==> config.mk <==
export PLATFORM = sky130hd
export DESIGN_NAME = regfile_multiport_flat
export DESIGN_NICKNAME = d
export VERILOG_FILES = /design/src/rtl/regfile_multiport_if.sv /design/src/rtl/regfile_multiport.sv /design/src/flat_wrapper.sv
export SDC_FILE = /design/constraint.sdc
export NUM_CORES = 1
export LEC_CHECK = 0
export ABC_AREA = 0
export CAP_MARGIN = 15
export CELL_PAD_IN_SITES_DETAIL_PLACEMENT = 1
export CELL_PAD_IN_SITES_GLOBAL_PLACEMENT = 2
export CORE_MARGIN = 2
export CORE_UTILIZATION = 49
export CTS_BUF_LIST = sky130_fd_sc_hd__clkbuf_16
export DETAILED_ROUTE_END_ITERATION = 16
export PLACE_DENSITY = 0.81
export RECOVER_POWER = 25
export SETUP_SLACK_MARGIN = 0.1
export SYNTH_ARGS = -nofsm -noshare
export SYNTH_HDL_FRONTEND = slang
export SYNTH_SLANG_ARGS = --single-unit
==> constraint.sdc <==
create_clock -name clk -period 4.6 [get_ports clk]
set_input_delay 0.69 -clock clk [delete_from_list [all_inputs] [get_ports clk]]
set_output_delay 0.69 -clock clk [all_outputs]
set_load 0.1 [all_outputs]
==> src/rtl/regfile_multiport_if.sv <==
// ---------------------------------------------------------------------------
// regfile_multiport_if
//   Bundles the decode-side (read/reserve) and writeback-side (write) signals
//   of the multiport register file, plus its clear request and busy status.
//
//   master modport : used by the pipeline (drives indices/data, sees reads)
//   slave modport  : used by regfile_multiport
//
//   Signals:
//     clr            start a clear sweep
//     rs1, rs2       read indices
//     rd, wr, wd     write index / enable / data
//     rsv_en, rsv_rd reserve a destination as pending
//     rd1, rd2       read data
//     pend1, pend2   pending-write flags for rs1 / rs2
//     busy           clear sweep in progress
// ---------------------------------------------------------------------------
interface regfile_multiport_if #(
  parameter int DATA_WIDTH = 32,
  parameter int ADDR_WIDTH = 5
);
  logic                  clr;
  logic [ADDR_WIDTH-1:0] rs1;
  logic [ADDR_WIDTH-1:0] rs2;
  logic [ADDR_WIDTH-1:0] rd;
  logic                  wr;
  logic [DATA_WIDTH-1:0] wd;
  logic                  rsv_en;
  logic [ADDR_WIDTH-1:0] rsv_rd;
  logic [DATA_WIDTH-1:0] rd1;
  logic [DATA_WIDTH-1:0] rd2;
  logic                  pend1;
  logic                  pend2;
  logic                  busy;

  modport master (
    output clr, rs1, rs2, rd, wr, wd, rsv_en, rsv_rd,
    input  rd1, rd2, pend1, pend2, busy
  );

  modport slave (
    input  clr, rs1, rs2, rd, wr, wd, rsv_en, rsv_rd,
    output rd1, rd2, pend1, pend2, busy
  );
endinterface

==> src/rtl/regfile_multiport.sv <==
// ---------------------------------------------------------------------------
// regfile_multiport
//   NUM_REGS x DATA_WIDTH general-purpose register file with x0 hard-wired to
//   zero, two combinational read ports and one synchronous write port.
//   A clear sweep (after reset or on clr) zeroes x1..x(NUM_REGS-1), one
//   register per cycle, while busy is high. A per-register pending-write
//   scoreboard lets decode detect RAW hazards on rs1/rs2.
//
//   Ports:
//     clk  clock, all state updates on the rising edge
//     rst  synchronous active-high reset (starts a clear sweep)
//     bus  regfile_multiport_if.slave (clr, rs1/rs2, rd/wr/wd, rsv_en/rsv_rd,
//          rd1/rd2, pend1/pend2, busy)
//
//   Optional feature: define REGFILE_BYPASS_EN to forward the write data of
//   the current cycle to a read port addressing the same register (and mask
//   its pending flag). Without it, writes become visible one cycle later.
// ---------------------------------------------------------------------------
module regfile_multiport #(
  parameter int DATA_WIDTH = 32,
  parameter int NUM_REGS   = 32,
  parameter int ADDR_WIDTH = 5
) (
  input  logic                  clk,
  input  logic                  rst,
  regfile_multiport_if.slave    bus
);

  localparam logic [ADDR_WIDTH-1:0] FIRST_IDX = ADDR_WIDTH'(1);
  localparam logic [ADDR_WIDTH-1:0] LAST_IDX  = ADDR_WIDTH'(NUM_REGS - 1);

  typedef enum logic {
    IDLE  = 1'b0,
    CLEAR = 1'b1
  } state_t;

  state_t                state_reg, state_next;
  logic [ADDR_WIDTH-1:0] counter_reg, counter_next;

  // Storage: x0 slot exists but is never written and never read out.
  logic [DATA_WIDTH-1:0] mem [NUM_REGS];
  logic                  pend_reg [NUM_REGS];

  logic                  busy;
  logic                  wr_ok;
  logic                  mem_we;
  logic [ADDR_WIDTH-1:0] mem_waddr;
  logic [DATA_WIDTH-1:0] mem_wdata;

  logic [DATA_WIDTH-1:0] rd1, rd2;
  logic                  pend1, pend2;

  assign busy  = (state_reg == CLEAR);
  assign wr_ok = bus.wr && (bus.rd != '0);

  // -------------------------------------------------------------------------
  // Sweep FSM
  // -------------------------------------------------------------------------
  always_ff @(posedge clk) begin
    if (rst) begin
      state_reg   <= CLEAR;
      counter_reg <= FIRST_IDX;
    end else begin
      state_reg   <= state_next;
      counter_reg <= counter_next;
    end
  end

  // The sweep and the writeback share the single RAM write port: during
  // CLEAR the port is owned by the sweep, which is why writes are dropped.
  always_comb begin
    state_next   = state_reg;
    counter_next = counter_reg;
    mem_we       = 1'b0;
    mem_waddr    = bus.rd;
    mem_wdata    = bus.wd;
    case (state_reg)
      IDLE: begin
        mem_we = wr_ok;
        if (bus.clr) begin
          state_next   = CLEAR;
          counter_next = FIRST_IDX;
        end
      end
      CLEAR: begin
        mem_we    = 1'b1;
        mem_waddr = counter_reg;
        mem_wdata = '0;
        // Counter stops at the last index; it never wraps.
        if (counter_reg == LAST_IDX) begin
          state_next = IDLE;
        end else begin
          counter_next = counter_reg + 1'b1;
        end
      end
      default: begin
        state_next   = CLEAR;
        counter_next = FIRST_IDX;
      end
    endcase
  end

  // -------------------------------------------------------------------------
  // Register storage (single write port, no reset: the sweep clears it)
  // -------------------------------------------------------------------------
  always_ff @(posedge clk) begin
    if (mem_we) begin
      mem[mem_waddr] <= mem_wdata;
    end
  end

  // -------------------------------------------------------------------------
  // Pending-write scoreboard, one flag per register.
  // A reservation beats a completing write to the same index: the newly
  // issued producer supersedes the one now writing back.
  // -------------------------------------------------------------------------
  generate
    for (genvar gi = 0; gi < NUM_REGS; gi++) begin : g_pend
      if (gi == 0) begin : g_x0
        always_ff @(posedge clk) begin
          pend_reg[gi] <= 1'b0;
        end
      end else begin : g_xn
        always_ff @(posedge clk) begin
          if (rst || busy) begin
            pend_reg[gi] <= 1'b0;
          end else if (bus.rsv_en && (bus.rsv_rd == ADDR_WIDTH'(gi))) begin
            pend_reg[gi] <= 1'b1;
          end else if (bus.wr && (bus.rd == ADDR_WIDTH'(gi))) begin
            pend_reg[gi] <= 1'b0;
          end
        end
      end
    end
  endgenerate

  // -------------------------------------------------------------------------
  // Read ports: x0 and the whole sweep read as zero / not pending.
  // -------------------------------------------------------------------------
  always_comb begin
    rd1   = '0;
    pend1 = 1'b0;
    if (!busy && (bus.rs1 != '0)) begin
      rd1   = mem[bus.rs1];
      pend1 = pend_reg[bus.rs1];
`ifdef REGFILE_BYPASS_EN
      if (wr_ok && (bus.rd == bus.rs1)) begin
        rd1   = bus.wd;
        pend1 = 1'b0;
      end
`endif
    end
  end

  always_comb begin
    rd2   = '0;
    pend2 = 1'b0;
    if (!busy && (bus.rs2 != '0)) begin
      rd2   = mem[bus.rs2];
      pend2 = pend_reg[bus.rs2];
`ifdef REGFILE_BYPASS_EN
      if (wr_ok && (bus.rd == bus.rs2)) begin
        rd2   = bus.wd;
        pend2 = 1'b0;
      end
`endif
    end
  end

  assign bus.rd1   = rd1;
  assign bus.rd2   = rd2;
  assign bus.pend1 = pend1;
  assign bus.pend2 = pend2;
  assign bus.busy  = busy;

endmodule

==> src/flat_wrapper.sv <==
// flat-port wrapper written by rule: the top's interface ports become plain ports
module regfile_multiport_flat 
#(
  parameter int DATA_WIDTH = 32,
  parameter int NUM_REGS   = 32,
  parameter int ADDR_WIDTH = 5
)
  (clk, rst, bus_clr, bus_rs1, bus_rs2, bus_rd, bus_wr, bus_wd, bus_rsv_en, bus_rsv_rd, bus_rd1, bus_rd2, bus_pend1, bus_pend2, bus_busy);
  regfile_multiport_if #(.DATA_WIDTH(DATA_WIDTH), .ADDR_WIDTH(ADDR_WIDTH)) bus_i ();
  input  logic clk;
  input  logic rst;
  input wire logic [$bits(bus_i.clr)-1:0] bus_clr;
  input wire logic [$bits(bus_i.rs1)-1:0] bus_rs1;
  input wire logic [$bits(bus_i.rs2)-1:0] bus_rs2;
  input wire logic [$bits(bus_i.rd)-1:0] bus_rd;
  input wire logic [$bits(bus_i.wr)-1:0] bus_wr;
  input wire logic [$bits(bus_i.wd)-1:0] bus_wd;
  input wire logic [$bits(bus_i.rsv_en)-1:0] bus_rsv_en;
  input wire logic [$bits(bus_i.rsv_rd)-1:0] bus_rsv_rd;
  output wire logic [$bits(bus_i.rd1)-1:0] bus_rd1;
  output wire logic [$bits(bus_i.rd2)-1:0] bus_rd2;
  output wire logic [$bits(bus_i.pend1)-1:0] bus_pend1;
  output wire logic [$bits(bus_i.pend2)-1:0] bus_pend2;
  output wire logic [$bits(bus_i.busy)-1:0] bus_busy;
  assign bus_i.clr = bus_clr;
  assign bus_i.rs1 = bus_rs1;
  assign bus_i.rs2 = bus_rs2;
  assign bus_i.rd = bus_rd;
  assign bus_i.wr = bus_wr;
  assign bus_i.wd = bus_wd;
  assign bus_i.rsv_en = bus_rsv_en;
  assign bus_i.rsv_rd = bus_rsv_rd;
  assign bus_rd1 = bus_i.rd1;
  assign bus_rd2 = bus_i.rd2;
  assign bus_pend1 = bus_i.pend1;
  assign bus_pend2 = bus_i.pend2;
  assign bus_busy = bus_i.busy;
  regfile_multiport #(.DATA_WIDTH(DATA_WIDTH), .NUM_REGS(NUM_REGS), .ADDR_WIDTH(ADDR_WIDTH)) u_core (.clk(clk), .rst(rst), .bus(bus_i));
endmodule
==> flow_summary.json <==
{
  "yosysSeqAreaShare_pct": 63.4,
  "grt_pass1_vias": 30900,
  "whs_endpoint": "u_core.counter_reg[0]",
  "rsz0062_at_grt": "false",
  "finish.utilization_pct": 57.1,
  "synth_top_area_cell": "edfxtp_1",
  "powerDensity_nw_per_um2": 364,
  "vdd_drop_max_uv": 290,
  "cap_violations": 3,
  "synth-edff-count": 1055,
  "rrSetupSlack_ns": 0.99,
  "clockBufferDepth": 3,
  "synth_ff_type": "edfxtp_1",
  "cts-htree-levels": 3,
  "hp-class": "register to register",
  "drtIter0Drc": 4165,
  "synth_top_area_share_pct": 63.2,
  "status": "finished with violations",
  "ys_seq_elements": 1061,
  "syn-cell-area_um2": 50200,
  "worst_slew_pin_slew_ns": 1.97,
  "power.leakage_nw": 18.9,
  "combPwrFrac_pct": 7.4,
  "gp_congestion": 0.878,
  "die_h_um": 324,
  "cts.sinks": 1061,
  "port_buffers": 123,
  "drc_errors": 0,
  "setup_viol": 0,
  "clk_pin_slew_worst_paths_ns": 0.06,
  "yosysUniqueCellTypes": 51,
  "firstDrtPassIters": 5,
  "antenna_left": 0,
  "antenna_found_initial": 2,
  "p_switching_mw": 4.74,
  "dieArea_um2": 105000,
  "grt_max_degree": 108,
  "crit_fanout": 35,
  "drv_slew": 99,
  "clkLatencyLatePin_ns": 0.69,
  "multi_input_area_um2": 17400,
  "ios": 124,
  "p_int_mw": 16.4,
  "via_per_inst": 7.09,
  "ys_warn_count": 0,
  "critPathCaptureType": "output pin",
  "cts_tree": "yes",
  "finalCritPeriodShare_pct": 93.2,
  "hold_buffers": 0,
  "violations": "max-capacitance violations, max-slew violations",
  "cts_resized": 0,
  "overflow": 0,
  "hold_start": "u_core.counter_reg[0]",
  "max_slew_margin_pct": -31.3,
  "finalSetupTns_ns": 0,
  "cp.arrival_ns": 3.60,
  "hold-path-cell-count": 2,
  "whs_ns": 0.604,
  "wire_per_inst_um": 38.1,
  "critPathLaunchType": "register",
  "syn_avg_cell_area_um2": 20.2,
  "grt_pass1_wl_um": 225000,
  "synth_area_leaders": "edfxtp_1 63%, mux4_2 23%, mux2i_1 3.5%",
  "initial_utilization_pct": 49.4,
  "final_net_count": 2735,
  "cts_made_buffers": 110,
  "postCtsSetupBuffers": 0,
  "drt_wl_total_um": 157000,
  "regArea_um2": 31800,
  "vias": 29300,
  "area_delta_synth_final_pct": 15.6,
  "power.share.clock_pct": 41.9,
  "dpl.hpwl_um": 92800,
  "r2r_start": "u_core.bus.busy",
  "seq_power_share_pct": 50.7,
  "netlist_instances": 2489,
  "rr_worst_depth": 5,
  "n_fill_cell": 8728,
  "r2r-end": "u_core.mem[15][3]",
  "netSwitchingFraction_pct": 22.4,
  "die_w_um": 324,
  "num_rows": 117,
  "fin_crit_ns": 4.29,
  "fmax_mhz": 233,
  "track_usage_pct": 30.3,
  "largest_reg_flops": 1024,
  "drive_gt1_share_pct": 35.4,
  "root_buffer": "clkbuf_16",
  "critPathRequiredTime_ns": 3.91,
  "clock_skew_ns": 0.0131,
  "path_class": "register to output pin",
  "synth.net_count": 2548,
  "hold_violations": 0,
  "core_area_um2": 102000,
  "synthArstFlopShare_pct": 0
}
## power by group through the flow
stage	Sequential, mW	Clock [mW]	Combinational [mW]
detailed placement	10.9	0	1.56
global route	10.7	9.24	1.64
floorplan	10.9	0	1.07
global placement	10.9	0	1.53
CTS	10.7	8.90	1.57
finish	10.7	8.83	1.57
## worst max-delay path: stages (launching register included)
cell and delay (ns):
dfxtp_4 0.55, nor3_1 0.70, o31ai_4 0.40, buf_4 0.43, o22a_1 0.31, o221ai_1 0.13
buf_4 0.36
## worst max path at each step
stage	start	endpoint	slack, ns	cells past startpoint
final	u_core.bus.busy	bus_rd1[25]	0.31	6
after global routing	u_core.bus.busy	bus_rd1[25]	0.23	6
after CTS	u_core.bus.busy	bus_rd1[25]	0.32	6
after detailed placement	bus_rs1[4]	bus_rd1[25]	0.53	7
after global placement	bus_rs1[4]	bus_rd1[25]	0.51	7
after floorplan	bus_rs2[0]	bus_rd2[10]	0.57	8
## cell families after synthesis
| family | share of synthesized area [%] |
|---|---|
| compound gates | 3.90 |
| fa+ha+maj | 0.0499 |
| buf+inv | 2.53 |
| flops | 63.4 |
| mux | 27.9 |
| simple gates | 2.23 |
## area by class of cell
cell class,count,share of cell area [%]
antenna,1,0.00431
clock buffer,112,4.83
clock inverter,87,1.26
inverter,5,0.0324
multi-input combinational,1218,30.0
sequential,1061,54.8
tap,1368,2.95
timing repair buffer,280,6.08
## metrics by stage
stage,setup slack (ns),area [um2],power (mW),cells
global placement,0.514,54500,12.4,3921
detailed placement,0.527,54500,12.5,3921
global route,0.228,58000,21.6,4131
floorplan,0.567,50200,12.0,2489
finish,0.312,58000,21.1,4132
CTS,0.317,58000,21.2,4120
## cell usage in the layout (no fill, tap or decap), drive strengths merged, types with 5 or more instances in the layout
cell	instances
buf	214
mux4	526
edfxtp	1055
clkinv	43
a32oi	8
nand3	8
o22ai	25
o22a	33
a211o	25
o21ai	6
nor2	75
a21oi	8
nor2b	45
mux2	33
a22oi	35
mux2i	176
nor3	16
o221ai	34
a221o	27
inv	36
nand2	64
and3	7
and2	5
bufinv	11
clkbuf	129
dfxtp	6
a31oi	34
clkdlybuf4s50	49
nand2b	7
## cells in the mapped netlist (all sizes together) (8+ instances only)
| library cell | n |
|---|---|
| mux2i | 176 |
| a221o | 27 |
| nor2 | 75 |
| mux4 | 526 |
| a22oi | 35 |
| a31oi | 34 |
| nand2 | 64 |
| a21oi | 8 |
| o22a | 33 |
| clkbuf | 70 |
| mux2 | 33 |
| nor2b | 45 |
| nor3 | 16 |
| a211o | 25 |
| nand3 | 8 |
| edfxtp | 1055 |
| buf | 135 |
| o221ai | 34 |
| o22ai | 25 |
| a32oi | 8 |
## per-layer routing
layer / part of all wire, % / GRT usage, % / vias up
met3: 9.6 / 6.49 / 361
met5: 0.0083 / 0 / -
li1: - / - / 11200
met1: 38 / 40.7 / 15800
met2: 49 / 48.8 / 1884
met4: 4.0 / 11.5 / 2
(Power assumes the default switching activity.)
